File: src/rtl/sim_run_ctrl.sv
// sim_run_ctrl: run controller for the pipelined MIPS core.
// Holds the core in reset for RST_CYCLES edges, then counts run cycles
// until a halt request, a PC self-loop or the cycle budget ends the run.
// Optional build macro: SIM_RUN_CTRL_TRACE_EN enables the instr_cnt counter;
// without it instr_cnt is a constant 0 and no counter register exists.
module sim_run_ctrl #(
    parameter int RST_CYCLES  = 2,
    parameter int MAX_CYCLES  = 100000,
    parameter int STALL_LIMIT = 4,
    parameter int CNT_W       = 32,
    parameter int PC_W        = 32
) (
    input  logic             clk,
    input  logic             reset,
    input  logic             halt_req,
    input  logic [PC_W-1:0]  pc,
    input  logic             pc_valid,
    output logic             cpu_reset,
    output logic             running,
    output logic             done,
    output logic             timeout,
    output logic [CNT_W-1:0] cycle_cnt,
    output logic [CNT_W-1:0] instr_cnt
);

    localparam int HOLD_W = (RST_CYCLES > 1) ? $clog2(RST_CYCLES) : 1;
    localparam int RUN_W  = $clog2(STALL_LIMIT + 1);

    localparam logic [HOLD_W-1:0] HOLD_LAST   = HOLD_W'(RST_CYCLES - 1);
    localparam logic [RUN_W-1:0]  STALL_LAST  = RUN_W'(STALL_LIMIT - 1);
    localparam logic [CNT_W-1:0]  BUDGET_LAST = CNT_W'(MAX_CYCLES - 1);
    localparam logic [CNT_W-1:0]  CNT_MAX     = '1;

    typedef enum logic [1:0] {
        ST_HOLD,
        ST_RUN,
        ST_DONE
    } state_t;

    state_t            state, state_nxt;
    logic [HOLD_W-1:0] hold_cnt, hold_cnt_nxt;
    logic [RUN_W-1:0]  run_len, run_len_nxt;
    logic [PC_W-1:0]   last_pc, last_pc_nxt;
    logic              have_pc, have_pc_nxt;
    logic [CNT_W-1:0]  cycle_cnt_nxt;
    logic              cpu_reset_nxt, running_nxt, done_nxt, timeout_nxt;
    logic              pc_repeat, stop_halt, stop_stall, stop_budget;

    // State register and all registered outputs.
    always_ff @(posedge clk or posedge reset) begin
        // NOTE: state is updated with non-blocking assignments so every
        // register samples the pre-edge values computed by the comb block.
        if (reset) begin
            state     <= ST_HOLD;
            hold_cnt  <= '0;
            run_len   <= '0;
            last_pc   <= '0;
            have_pc   <= 1'b0;
            cycle_cnt <= '0;
            cpu_reset <= 1'b1;
            running   <= 1'b0;
            done      <= 1'b0;
            timeout   <= 1'b0;
        end else begin
            state     <= state_nxt;
            hold_cnt  <= hold_cnt_nxt;
            run_len   <= run_len_nxt;
            last_pc   <= last_pc_nxt;
            have_pc   <= have_pc_nxt;
            cycle_cnt <= cycle_cnt_nxt;
            cpu_reset <= cpu_reset_nxt;
            running   <= running_nxt;
            done      <= done_nxt;
            timeout   <= timeout_nxt;
        end
    end

    // Next-state logic: reset hold, PC self-loop tracking and termination.
    always_comb begin
        // NOTE: every signal gets a hold-value default first, so no path
        // through the case statement can leave one unassigned (no latches).
        state_nxt     = state;
        hold_cnt_nxt  = hold_cnt;
        run_len_nxt   = run_len;
        last_pc_nxt   = last_pc;
        have_pc_nxt   = have_pc;
        cycle_cnt_nxt = cycle_cnt;
        cpu_reset_nxt = cpu_reset;
        running_nxt   = running;
        done_nxt      = done;
        timeout_nxt   = timeout;
        pc_repeat     = (pc == last_pc);
        stop_halt     = 1'b0;
        stop_stall    = 1'b0;
        stop_budget   = 1'b0;

        case (state)
            ST_HOLD: begin
                hold_cnt_nxt = hold_cnt + HOLD_W'(1);
                if (hold_cnt == HOLD_LAST) begin
                    state_nxt     = ST_RUN;
                    cpu_reset_nxt = 1'b0;
                    running_nxt   = 1'b1;
                end
            end

            ST_RUN: begin
                if (cycle_cnt != CNT_MAX) begin
                    cycle_cnt_nxt = cycle_cnt + CNT_W'(1);
                end
                if (pc_valid) begin
                    run_len_nxt = (have_pc && pc_repeat) ? run_len + RUN_W'(1) : RUN_W'(1);
                    last_pc_nxt = pc;
                    have_pc_nxt = 1'b1;
                end
                // run_len counts earlier identical samples; this edge adds one more.
                stop_halt   = halt_req;
                stop_stall  = pc_valid && pc_repeat && (run_len >= STALL_LAST);
                stop_budget = (cycle_cnt == BUDGET_LAST);
                if (stop_halt || stop_stall || stop_budget) begin
                    state_nxt   = ST_DONE;
                    done_nxt    = 1'b1;
                    running_nxt = 1'b0;
                    timeout_nxt = !stop_halt && !stop_stall;
                end
            end

            ST_DONE: begin
                // Absorbing: only reset leaves this state.
            end

            default: begin
                state_nxt = ST_HOLD;
            end
        endcase
    end

`ifdef SIM_RUN_CTRL_TRACE_EN
    logic [CNT_W-1:0] instr_q;

    // Count valid PC samples seen during RUN, saturating at all-ones.
    always_ff @(posedge clk or posedge reset) begin
        if (reset) begin
            instr_q <= '0;
        end else if (state == ST_RUN && pc_valid && instr_q != CNT_MAX) begin
            instr_q <= instr_q + CNT_W'(1);
        end
    end

    assign instr_cnt = instr_q;
`else
    assign instr_cnt = '0;
`endif

endmodule

File: config.mk
export PLATFORM = sky130hd
export DESIGN_NAME = sim_run_ctrl
export DESIGN_NICKNAME = d
export VERILOG_FILES = /design/src/rtl/sim_run_ctrl.sv
export SDC_FILE = /design/constraint.sdc
export NUM_CORES = 1
export LEC_CHECK = 0
export ABC_CLOCK_PERIOD_IN_PS = 2320
export CAP_MARGIN = 20
export CELL_PAD_IN_SITES_DETAIL_PLACEMENT = 1
export CELL_PAD_IN_SITES_GLOBAL_PLACEMENT = 1
export CORE_UTILIZATION = 34
export CTS_CLUSTER_DIAMETER = 100
export DETAILED_ROUTE_END_ITERATION = 10
export PLACE_DENSITY = 0.76
export SYNTH_ARGS = -nofsm -noshare
export SYNTH_HDL_FRONTEND = slang
export SYNTH_SLANG_ARGS = --single-unit
File: constraint.sdc
create_clock -name clk -period 2.32 [get_ports clk]
set_clock_uncertainty 0.05 [all_clocks]
set_input_delay 0.464 -clock clk [delete_from_list [all_inputs] [get_ports clk]]
set_output_delay 0.464 -clock clk [all_outputs]
set_load 0.02 [all_outputs]
* Word level (Yosys, flattened, before mapping) *
Index checks and enable logic that the tools add are counted.
Widths: inputs -> output; s select.

word-level totals
  register bits after elaboration = 75
  bits of input ports = 36
  output and inout port bits = 68
  logic and storage cells = 45

operators by class
  add/subtract/negate cells = 3
  order comparisons = 1
  eq/ne operators = 7
  multiplexer cells = 7
  bitwise logic cells = 1
  reductions and logical operators = 16

operators with widths
  kind                   number
  $add 32x1->32 const B  1
  $eq 32x17->1 const B   1
  $eq 32x32->1           1
  $ne 32x32->1 const B   1
  $reduce_and 2->1       4
  $pmux 2 s3             1
  $reduce_and 3->1       2
  $logic_and 1x1->1      4
  $mux 2                 2
  $ne 2x2->1 const B     2
  $add 3x1->3 const B    1
  $ge 3x2->1 const B     1
  $mux 3                 1
  $eq 2x1->1 const B     1
  $eq 2x2->1 const B     1
  $logic_not 1->1        2
  $logic_not 2->1        1
  $logic_or 1x1->1       2
  $mux 1                 2
  $pmux 1 s2             1
  $reduce_bool 2->1      1
  $add 1x1->1 const B    1
  $not 1->1              1

* Longest topological paths before layout *
Gate-level depths: netlist of run 1.

  depth after elaboration = 7
  mapped depth = 7
  mapped depth without buffers = 7

* Least setup slack after synthesis of run 1 *
No wires, ideal clock.

  path kind = reg2reg
  start point = register cycle_cnt[0]
  end point = register cycle_cnt[20]
  setup time = 80 ps
  arrival time = 1,849 ps
  required time = 2,190 ps
  setup slack = 342 ps
  stages on the path, launching flop included = 8
  path buffers = 0
  clock period less this slack = 1,978 ps
  path through = dfrtp_1 -> ha_1 -> nand4_1 -> or2_2 -> a2111oi_4 -> nand3_2 -> nor2_2 -> xor2_1

on the way
  word-level cells in the longest chain between the ends = 2
  elaborated cells between the ends (all ways) = 3
  those cells by class = add/sub: 1; eq/ne: 1; reduce/logical: 1

RTL lines
  element                                                                RTL line  text
  start: declaration                                                     22        output logic [CNT_W-1:0] cycle_cnt,
  start signal: assignment                                               70        cycle_cnt <= cycle_cnt_nxt;
  parallel branches: the longest is 2 deep, another holds $add 32x1->32  n/a

Parallel ways; which one is timed is not known.
A chain may end at the register's enable or synchronous reset.

* Worst setup path in the final report of run 1 *
  start point = input pc[31]
  end point = register timeout

on the way
  word-level cells in the longest chain between the ends = 6
  elaborated cells between the ends (all ways) = 8
  those cells by class = eq/ne: 1; reduce/logical: 7

RTL lines
  element                              RTL line  text
  start: declaration                   16        input logic [PC_W-1:0] pc,
  $eq 32x32->1 (*)                     92        pc_repeat = (pc == last_pc);
  $logic_and 1x1->1 (*) (2 in series)  118       stop_stall = pc_valid && pc_repeat && (run_len >= STALL_LAST);
  $logic_or 1x1->1 (2 in series)       120       if (stop_halt || stop_stall || stop_budget) begin
  $reduce_and 2->1 (no line)           n/a
  end signal: assignment               74        timeout <= timeout_nxt;
  end: declaration                     21        output logic timeout,

Every way passes the cells marked *; elsewhere a longest branch is shown, timed or not.

==> results of run 1 <==
cells by family (layout without fill, tap and decap cells):
kind of cell | Yosys count | count (layout) | synth area share (%)
adder cells (fa/ha/maj) | 3 | 3 | 0.961
XOR/XNOR | 64 | 64 | 14.4
flip-flops | 75 | 75 | 48.1
AO/OA/AOI/OAI | 14 | 14 | 3.59
AND/OR/NAND/NOR | 103 | 103 | 16.2
buffers and inverters | 41 | 102 | 7.18
other | 1 | 32 | 0.0960
multiplexers | 33 | 33 | 9.52
Yosys cell counts (2+ instances only):
cell type,number,area share [%]
dfrtp_1,74,47
a21oi_1,2,0.26
a22o_1,2,0.45
o21bai_1,2,0.38
nand2_1,15,1.4
buf_2,4,0.51
mux2_2,33,9.5
and4_1,2,0.45
or3_1,2,0.32
and2_1,4,0.64
o21a_1,2,0.38
nand2b_1,4,0.64
buf_4,32,6.2
nor3_2,3,0.77
ha_1,3,0.96
nor2_1,17,1.6
nor4_1,14,2.2
nand4_1,11,1.8
and3_1,2,0.32
nand3_1,13,1.7
and4_4,2,0.58
xor2_1,46,10
xnor2_1,18,4.0
inv_1,4,0.38
o21ai_0,2,0.26
cells in the final DEF (no fill, tap or decap), types with 3 or more instances in the layout:
cell type        synthesis  layout
dfrtp_1                 74      74
clkbuf_16                0       9
xnor2_1                 18      18
nand4_1                 11      11
nor4_2                   1       5
xor2_1                  46      46
nand2_1                 15      15
conb_1                   1      32
nor4_1                  14      10
ha_1                     3       3
mux2_2                  33      33
inv_1                    4       3
clkdlybuf4s50_1          0      69
and2_1                   4       4
nand3_1                 13      13
nor2_1                  17      17
buf_4                   32      10
nor3_2                   3       4
nand2b_1                 4       4
area by class of cell:
cell class,instances,area share [%]
flip-flops and latches,75,36.8
multi-input cells,249,37.3
clock inverters,6,1.77
inverters,4,0.368
repair buffers,82,15.9
clock buffers,10,4.49
well taps,140,3.43
worst min-delay path by stage:
stage | start | endpoint | slack (ns) | depth (start not counted)
after floorplan | have_pc$_DFFE_PP0P_ | have_pc$_DFFE_PP0P_ | 0.36 | 2
after global placement | have_pc$_DFFE_PP0P_ | have_pc$_DFFE_PP0P_ | 0.37 | 2
after detailed placement | have_pc$_DFFE_PP0P_ | have_pc$_DFFE_PP0P_ | 0.39 | 2
after CTS | cpu_reset$_DFFE_PP1P_ | cpu_reset$_DFFE_PP1P_ | 0.41 | 1
after global routing | pc[10] | last_pc[10]$_DFFE_PP0P_ | 0.39 | 2
final | pc[19] | last_pc[19]$_DFFE_PP0P_ | 0.38 | 2
power groups by stage:
stage | Combinational (mW) | Sequential [mW] | Clock (mW)
6_report | 0.186 | 1.31 | 1.48
5_1_grt | 0.206 | 1.31 | 1.57
4_1_cts | 0.185 | 1.31 | 1.52
3_5_place_dp | 0.183 | 1.34 | 0
3_3_place_gp | 0.180 | 1.34 | 0
2_1_floorplan | 0.129 | 1.34 | 0
state kept, by name (all words and copies together), names as in the netlist:
register,flops
cpu_reset,1
cycle_cnt,32
done,1
have_pc,1
hold_cnt,1
last_pc,32
run_len,3
running,1
state,2
timeout,1
critical path: stages:
cell and delay (ns):
clkdlybuf4s50_1 0.44, xor2_1 0.15, nor4_1 0.32, nand4_1 0.26, nor4b_4 0.41, buf_4 0.17, nor2_1 0.04, o21ba_2 0.19
timing repair:
| item | 4_1_cts | 5_1_grt |
|---|---|---|
| buffers inserted | 0 | 2 |
| resized for setup | 1 | 7 |
| pin swaps | 0 | 4 |
| hold buffers | 0 | 0 |
| endpoints found under the setup margin | 1 | 2 |
metal layers:
metal / global-route usage, % / up-vias / routed length [um]
met4: 4.95 / 0 / 102
met5: 0 / - / 0
met1: 19.0 / 1349 / 3860
met3: 4.96 / 10 / 510
met2: 27.5 / 77 / 4400
li1: - / 1264 / -
through the flow:
step	util, %	area, um2
2_1_floorplan	-	4030
3_3_place_gp	42.8	4730
3_5_place_dp	42.8	4730
4_1_cts	45.8	5050
5_1_grt	46.3	5100
6_report	46.3	5100
==> flow_summary.json, run 1 <==
{
  "yosysWarningCount": 0,
  "start_util_pct": 35.4,
  "cp_max_fo": 2,
  "crit_path_end_kind": "register",
  "cellLeakagePower_nw": 2.41,
  "drt-total-wl_um": 8870,
  "cts_tree": "done",
  "pre_cts_slack_ns": -0.350,
  "fill_cells": 1205,
  "diodes": 0,
  "drive_above_1_share_pct": 20.0,
  "final_net_count": 460,
  "setup_violations": 0,
  "pwr-share-clk_pct": 49.8,
  "p_per_area_nw_per_um2": 584,
  "peakVddDrop_mv": 0.252,
  "grt_usage_pct": 16.0,
  "regArea_um2": 1880,
  "area_growth_syn_to_layout_pct": 30.7,
  "path_class": "in2reg",
  "antenna_left": 0,
  "combPwrFrac_pct": 6.2,
  "ctsHtreeMaxLevel": 3,
  "slew_headroom_pct": 62.6,
  "startpoint_type": "primary input",
  "p_int_mw": 2.33,
  "cp-endpoint": "timeout$_DFFE_PP0P_",
  "worstSkewPairLatency_ns": 0.34,
  "synth.distinct_cells": 46,
  "synth-seq-cells": 75,
  "dp_hpwl_um": 6240,
  "grt_pass1_wl_um": 14500,
  "gp_congestion": 0.787,
  "drt_iter0_markers": 35,
  "portBuffers": 71,
  "root_buffer": "clkbuf_16",
  "via_per_inst": 4.77,
  "synthCells": 334,
  "fin_cells": 566,
  "r2r_cells": 7,
  "cts.sinks": 75,
  "core_um2": 11000,
  "hold_viol": 0,
  "grt_max_degree": 44,
  "clockBufferDepth": 2,
  "dp_cells": 548,
  "drc": 0,
  "max_cap_violations": 0,
  "clkSlewWorstSetupHoldPaths_ns": 0.06,
  "p_sw_mw": 0.655,
  "r2r_start": "last_pc[19]$_DFFE_PP0P_",
  "max_freq_mhz": 440,
  "status": "finished, final reports clean",
  "pin_count": 104,
  "rrSetupSlack_ns": 0.17,
  "die_x_um": 109,
  "synthesis.area_um2": 3900,
  "synth_edf_count": 0,
  "overflow": 0,
  "yosysSeqAreaShare_pct": 48.1,
  "fin_crit_ns": 2.27,
  "p_sw_share_pct": 22.0,
  "antenna_found_initial": 0,
  "worstMarginPinSlew_ns": 0.561,
  "cp.arrival_ns": 2.44,
  "dr.pass1.iters": 4,
  "multi_input_area_um2": 1900,
  "critical_path_required_ns": 2.49,
  "power_frac_seq_pct": 44.0,
  "hold_slack_ns": 0.383,
  "rows": 38,
  "fin_crit_sh_pct": 98.0,
  "finalPower_mw": 2.98,
  "ys.flop_type": "dfrtp_1",
  "grt_pass1_vias": 3004,
  "dieArea_um2": 11900,
  "via_count": 2700,
  "die_h_um": 109,
  "avgSynthCellArea_um2": 11.7,
  "wl_per_cell_um": 15.7,
  "setup-tns-final_ns": 0,
  "min_path_type": "in2reg",
  "synthArstFlopShare_pct": 100,
  "rr_endpoint": "timeout$_DFFE_PP0P_",
  "slew_violations": 0,
  "setup_ws_ns": 0.0475,
  "startpoint": "pc[31]",
  "cts_made_buffers": 9
}
(Power assumes the default switching activity.)
==> run 2: changes to the inputs <==
- SLEW_MARGIN: not set -> 5
==> results of run 2 <==
Final layout, timing and power as in run 1 (identical DEF).
